### src/rtl/io_trap_ctrl.sv
// io_trap_ctrl
// Watches Z80 I/O bus cycles (synchronised into the clk domain). When a cycle
// hits the configured trap port window it latches port, data and direction,
// fires an NMI low pulse of NMI_WIDTH clocks and holds the trap record until
// the supervisor acknowledges it.
//
// Optional build macro: IO_TRAP_COUNT_EN adds trap_count, a saturating count
// of hits dropped while a trap record is still pending.

module io_trap_ctrl #(
    parameter logic [7:0]  TRAP_BASE = 8'h40,
    parameter logic [7:0]  TRAP_MASK = 8'hF0,
    parameter int unsigned NMI_WIDTH = 8
) (
    input  logic       clk,
    input  logic       reset_n,
    input  logic [7:0] addr,
    input  logic [7:0] data,
    input  logic       iorq_n,
    input  logic       m1_n,
    input  logic       rd_n,
    input  logic       wr_n,
    input  logic       io_direction,
    input  logic       new_isr,
    input  logic       trap_en,
    input  logic       trap_ack,
    output logic       nmi_n,
    output logic       trap_pending,
    output logic [7:0] trap_port,
    output logic [7:0] trap_data,
    output logic       trap_dir,
`ifdef IO_TRAP_COUNT_EN
    output logic [7:0] trap_count,
`endif
    output logic       dir_mismatch
);

    // A zero (or over-range) pulse width cannot be produced by the 8-bit counter.
    generate
        if ((NMI_WIDTH < 32'd1) || (NMI_WIDTH > 32'd255)) begin : g_bad_nmi_width
            $error("io_trap_ctrl: NMI_WIDTH must be in 1..255");
        end
    endgenerate

    localparam logic [7:0] NMI_LOAD = NMI_WIDTH[7:0];

    typedef enum logic [1:0] {
        ST_IDLE  = 2'd0,
        ST_PULSE = 2'd1,
        ST_HOLD  = 2'd2
    } state_t;

    // True when the address falls in the trap window.
    function automatic logic addr_hit(input logic [7:0] a);
        return ((a & TRAP_MASK) == (TRAP_BASE & TRAP_MASK));
    endfunction

    // Synchroniser bundle order: {iorq_n, m1_n, rd_n, wr_n}
    logic [3:0] sync_meta_r;
    logic [3:0] sync_r;
    logic       iorq_s;
    logic       m1_s;
    logic       rd_s;
    logic       wr_s;

    logic       armed_r;
    logic       armed_nxt_s;
    state_t     state_r;
    state_t     state_nxt_s;
    logic [7:0] cnt_r;
    logic [7:0] cnt_nxt_s;
    logic       nmi_n_r;
    logic       nmi_n_nxt_s;
    logic       pending_r;
    logic       pending_nxt_s;
    logic [7:0] port_r;
    logic [7:0] port_nxt_s;
    logic [7:0] data_r;
    logic [7:0] data_nxt_s;
    logic       dir_r;
    logic       dir_nxt_s;
    logic       mismatch_r;
    logic       mismatch_nxt_s;

    logic       start_s;
    logic       hit_s;
    logic       latch_s;
    logic       drop_s;
    logic       new_dir_s;

    assign iorq_s = sync_r[3];
    assign m1_s   = sync_r[2];
    assign rd_s   = sync_r[1];
    assign wr_s   = sync_r[0];

    // Two-flop synchronisers for the asynchronous bus strobes.
    always_ff @(posedge clk or negedge reset_n) begin
        if (!reset_n) begin
            sync_meta_r <= 4'b1111;
            sync_r      <= 4'b1111;
        end else begin
            sync_meta_r <= {iorq_n, m1_n, rd_n, wr_n};
            sync_r      <= sync_meta_r;
        end
    end

    // Cycle-start detection: armed while IORQ is high, fires once per IORQ
    // assertion as soon as RD or WR is seen low (M1 low = interrupt ack, disarm).
    always_comb begin
        start_s     = armed_r & ~iorq_s & m1_s & (~rd_s | ~wr_s);
        hit_s       = trap_en & addr_hit(addr);
        new_dir_s   = ~rd_s;
        latch_s     = (state_r == ST_IDLE) & start_s & hit_s & ~pending_r;
        drop_s      = start_s & hit_s & pending_r;
        armed_nxt_s = armed_r;
        if (iorq_s) begin
            armed_nxt_s = 1'b1;
        end else if (start_s || !m1_s) begin
            armed_nxt_s = 1'b0;
        end else begin
            armed_nxt_s = armed_r;
        end
    end

    // Next-state, pulse counter and trap record update.
    always_comb begin
        state_nxt_s    = state_r;
        cnt_nxt_s      = cnt_r;
        nmi_n_nxt_s    = nmi_n_r;
        port_nxt_s     = port_r;
        data_nxt_s     = data_r;
        dir_nxt_s      = dir_r;
        pending_nxt_s  = pending_r;
        mismatch_nxt_s = mismatch_r;

        case (state_r)
            ST_IDLE: begin
                nmi_n_nxt_s = 1'b1;
                if (latch_s) begin
                    state_nxt_s = ST_PULSE;
                    nmi_n_nxt_s = 1'b0;
                    cnt_nxt_s   = NMI_LOAD;
                    port_nxt_s  = addr;
                    dir_nxt_s   = new_dir_s;
                    data_nxt_s  = new_dir_s ? 8'h00 : data;
                end else begin
                    state_nxt_s = ST_IDLE;
                end
            end
            ST_PULSE: begin
                nmi_n_nxt_s = 1'b0;
                if (cnt_r == 8'd1) begin
                    state_nxt_s = ST_HOLD;
                    nmi_n_nxt_s = 1'b1;
                    cnt_nxt_s   = 8'd0;
                end else begin
                    cnt_nxt_s   = cnt_r - 8'd1;
                end
            end
            ST_HOLD: begin
                nmi_n_nxt_s = 1'b1;
                if (iorq_s) begin
                    state_nxt_s = ST_IDLE;
                end else begin
                    state_nxt_s = ST_HOLD;
                end
            end
            default: begin
                state_nxt_s = ST_IDLE;
                nmi_n_nxt_s = 1'b1;
                cnt_nxt_s   = 8'd0;
            end
        endcase

        // A new latch beats a simultaneous acknowledge.
        if (latch_s) begin
            pending_nxt_s = 1'b1;
        end else if (trap_ack) begin
            pending_nxt_s = 1'b0;
        end else begin
            pending_nxt_s = pending_r;
        end

        // Prediction is only trusted at an instruction start.
        if (latch_s && new_isr && (io_direction != new_dir_s)) begin
            mismatch_nxt_s = 1'b1;
        end else if (trap_ack) begin
            mismatch_nxt_s = 1'b0;
        end else begin
            mismatch_nxt_s = mismatch_r;
        end
    end

    // Control state, arming flag and registered outputs.
    always_ff @(posedge clk or negedge reset_n) begin
        if (!reset_n) begin
            armed_r    <= 1'b1;
            state_r    <= ST_IDLE;
            cnt_r      <= 8'd0;
            nmi_n_r    <= 1'b1;
            pending_r  <= 1'b0;
            port_r     <= 8'h00;
            data_r     <= 8'h00;
            dir_r      <= 1'b0;
            mismatch_r <= 1'b0;
        end else begin
            armed_r    <= armed_nxt_s;
            state_r    <= state_nxt_s;
            cnt_r      <= cnt_nxt_s;
            nmi_n_r    <= nmi_n_nxt_s;
            pending_r  <= pending_nxt_s;
            port_r     <= port_nxt_s;
            data_r     <= data_nxt_s;
            dir_r      <= dir_nxt_s;
            mismatch_r <= mismatch_nxt_s;
        end
    end

`ifdef IO_TRAP_COUNT_EN
    logic [7:0] count_r;
    logic [7:0] count_nxt_s;

    // Saturating count of dropped hits; a drop alongside an ack counts as one.
    always_comb begin
        count_nxt_s = count_r;
        if (drop_s && trap_ack) begin
            count_nxt_s = 8'd1;
        end else if (trap_ack) begin
            count_nxt_s = 8'd0;
        end else if (drop_s && (count_r != 8'hFF)) begin
            count_nxt_s = count_r + 8'd1;
        end else begin
            count_nxt_s = count_r;
        end
    end

    // Dropped-hit counter register.
    always_ff @(posedge clk or negedge reset_n) begin
        if (!reset_n) begin
            count_r <= 8'd0;
        end else begin
            count_r <= count_nxt_s;
        end
    end

    assign trap_count = count_r;
`else
    logic unused_drop_s;
    assign unused_drop_s = drop_s;
`endif

    assign nmi_n        = nmi_n_r;
    assign trap_pending = pending_r;
    assign trap_port    = port_r;
    assign trap_data    = data_r;
    assign trap_dir     = dir_r;
    assign dir_mismatch = mismatch_r;

endmodule

### config.mk
export PLATFORM = sky130hd
export DESIGN_NAME = io_trap_ctrl
export DESIGN_NICKNAME = d
export VERILOG_FILES = /design/src/rtl/io_trap_ctrl.sv
export SDC_FILE = /design/constraint.sdc
export NUM_CORES = 1
export LEC_CHECK = 0
export CORE_AREA = 5 5 59 75
export CTS_CLUSTER_DIAMETER = 30
export DETAILED_ROUTE_END_ITERATION = 12
export DIE_AREA = 0 0 64 80
export HOLD_SLACK_MARGIN = 0.1
export PLACE_DENSITY = 0.74
export SLEW_MARGIN = 20
export SYNTH_ARGS = -nofsm -noshare
export SYNTH_HDL_FRONTEND = slang
export SYNTH_SLANG_ARGS = --single-unit
### constraint.sdc
create_clock -name clk -period 1.7 [get_ports clk]
set_input_delay 0.34 -clock clk [delete_from_list [all_inputs] [get_ports clk]]
set_output_delay 0.34 -clock clk [all_outputs]
set_load 0.005 [all_outputs]
==> results.toml <==
[detailed_routing]
drtIter0Drc = 54
antenna_left = 0
drc = 0
wl_per_cell_um = 14.8
wirelength_um = 3470
dr.pass1.iters = 4
dr_total_vias = 1179
vias_per_cell = 5.04

[placement]
placed_area_um2 = 2150
port_buffers = 45
gp_congestion = 0.845
dp_hpwl_um = 2670

[pwr]
p_leak_nw = 1.00
vdd_drop_max_mv = 0.909
power_density_nw_per_um2 = 1110

[setup_path]
reg2reg_setup_slack_ns = 0.13
path_max_fanout = 1
r2r-start = "cnt_r[1]"
cp_slowest_cell = "dfstp_2"
cp-end-kind = "output pin"
r2r.worst_path.cells = 6
path_cells = "clkdlybuf4s50_1"
crit_type = "reg2out"
slowest_delay_ns = 0.52
cp.required_ns = 1.36
reg2reg_to = "cnt_r[6]"
worst-path-buf-inv = 1
start_kind = "flop"
critical-path-top-delay-family = "flip-flops"
crit_arrival_ns = 1.29

[yosys]
synthArstFlopShare_pct = 100
ys_ff_latch = 39
ys.flop_type = "dfrtp_1"
syn_inst = 136
synth_nets = 164
synthDistinctLibCells = 33
synth_edf_count = 0
yosysWarnings = 0
ys_seq_area_share_pct = 61.4
synth_area_um2 = 1610
avgSynthCellArea_um2 = 11.8

[global_route]
grt_pass1_vias = 1254
grt_max_degree = 32
grtUsageTotal_pct = 14.5
grt_pass1_wl_um = 5720
grt-ovfl-total = 0
antenna_found_initial = 0

[sta]
relSlewSlack_pct = 57.0
clock.fmax_ghz = 0.615
final.setup_skew_ns = 0.00555
hold_slack_ns = 0.357
finalHoldViolations = 0
finalSetupViolations = 0
grt_setup_unrepaired = "false"
drv_slew = 0
finalCritPeriodShare_pct = 95.7
period_needed_ns = 1.63
worst_pin_slew_ns = 0.645

[cts]
cts_post_setup_buffers_inserted = 0
clkLatencyLatePin_ns = 0.29
cts-root-buf = "clkbuf_8"
numClockSinks = 39
cts_tree = "done"
cts_inserted_buffers = 5
clk_pin_slew_worst_paths_ns = 0.07
ctsLongestPathBuffers = 2
cts_max_level = 2

[floorplanning]
core_um2 = 3660
num_io_pins = 46
die_h_um = 80
start_util_pct = 44.0
row_count = 25
dieArea_um2 = 5120
die_w_um = 64

[cells_and_area]
drive_gt1_share_pct = 19.1
synthToLayoutAreaGrowth_pct = 40.8
final_common_cell = "clkdlybuf4s50_1"
layout.nets = 221
mostFrequentLayoutCells = "clkdlybuf4s50_1 (44), dfrtp_1 (29), nand2_1 (27), o21ai_0 (14), dfstp_2 (10)"
antennaDiodeCount = 0
fillers = 300
stdcell_area_um2 = 2270

[run]
maxCapViolCount = 0

[min_path]
hold_path_depth = 0
hold_start = "sync_meta_r[0]"
hp-class = "reg2reg"
min_to = "sync_r[0]"

[outcome]
status = "completed"
## registers in the layout (all words and copies together), names as in the netlist
register      flops
sync_meta_r       4
sync_r            4
trap_pending      1
trap_data         8
armed_r           1
dir_mismatch      1
trap_port         8
state_r           2
cnt_r             8
trap_dir          1
nmi_n             1
## layer usage
layer,up-vias,track usage (%),part of all wire (%)
li1,575,-,-
met1,564,15.6,38
met2,34,24.7,53
met3,6,6.06,7.5
met4,0,6.03,1.4
met5,-,0,0
## synthesized netlist by cell type (2+ instances only)
| cell | instances | area, um^2 |
|---|---|---|
| buf_6 | 2 | 22.5 |
| o21ai_0 | 14 | 70.1 |
| inv_1 | 6 | 22.5 |
| clkbuf_1 | 2 | 7.51 |
| nand3_1 | 4 | 20.0 |
| nor2_1 | 2 | 7.51 |
| mux2_4 | 4 | 60.1 |
| o22ai_1 | 2 | 12.5 |
| nand2b_1 | 5 | 31.3 |
| a21oi_1 | 4 | 20.0 |
| dfstp_2 | 10 | 263 |
| nand2_1 | 27 | 101 |
| mux2i_1 | 2 | 20.0 |
| ha_1 | 2 | 25.0 |
| and2_1 | 4 | 25.0 |
| dfrtp_1 | 29 | 726 |
## cell families (layout without fill, tap and decap cells)
family | Yosys count | count (layout) | synth area share, %
and+or+nand+nor | 50 | 50 | 17.9
adders and majority gates | 2 | 2 | 1.55
AOI/OAI and AO/OA | 26 | 26 | 9.40
xor gates and xnor gates | 1 | 1 | 0.544
buffers and inverters | 11 | 69 | 3.57
muxes | 7 | 7 | 5.67
DFF | 39 | 39 | 61.4
## area by class of cell
cell class              instances  area, um^2  area share (%)
inverters                       6        22.5           0.993
multi-input cells              86         576            25.4
repair buffers                 55         536            23.6
well taps                      40        50.0            2.21
clock buffers                   7        86.3            3.81
clock inverters                 1        8.76           0.386
flip-flops and latches         39         988            43.6
## through the flow
step	util (%)	setup TNS (ns)	worst slack (ns)	instances	total power, mW
global route	61.9	0	0.00474	234	2.69
CTS	61.7	0	0.0445	234	2.52
finish	61.9	0	0.0733	234	2.52
global placement	58.8	-2.89	-0.166	225	1.82
detailed placement	58.8	-3.50	-0.220	225	1.87
floorplan	-	0	0.251	136	1.57
## power breakdown
group | internal [mW] | switching, mW | total, mW | leakage, nW
Sequential | 1.07 | 0.133 | 1.20 | 0.498
Combinational | 0.358 | 0.323 | 0.680 | 0.455
Clock | 0.332 | 0.311 | 0.643 | 0.0484
Total | 1.76 | 0.767 | 2.52 | 1.00
## worst max-delay path by stage
stage,start,to,slack (ns),depth (start not counted)
2_1_floorplan,cnt_r[1],cnt_r[0],0.25,6
3_3_place_gp,addr[5],trap_port[0],-0.17,5
3_5_place_dp,cnt_r[1],cnt_r[6],-0.22,6
4_1_cts,cnt_r[1],cnt_r[6],0.04,6
5_1_grt,sync_r[3],cnt_r[2],0.005,4
6_report,nmi_n,nmi_n,0.07,1
## repair_timing
action / 4_1_cts / 5_1_grt
resized for setup: 1 / 1
endpoints found under the setup margin: 8 / 2
hold buffers: 1 / 0
endpoints found under the hold margin: 19 / 0
gates cloned: 0 / 0
Power figures use the tool's default switching activity.
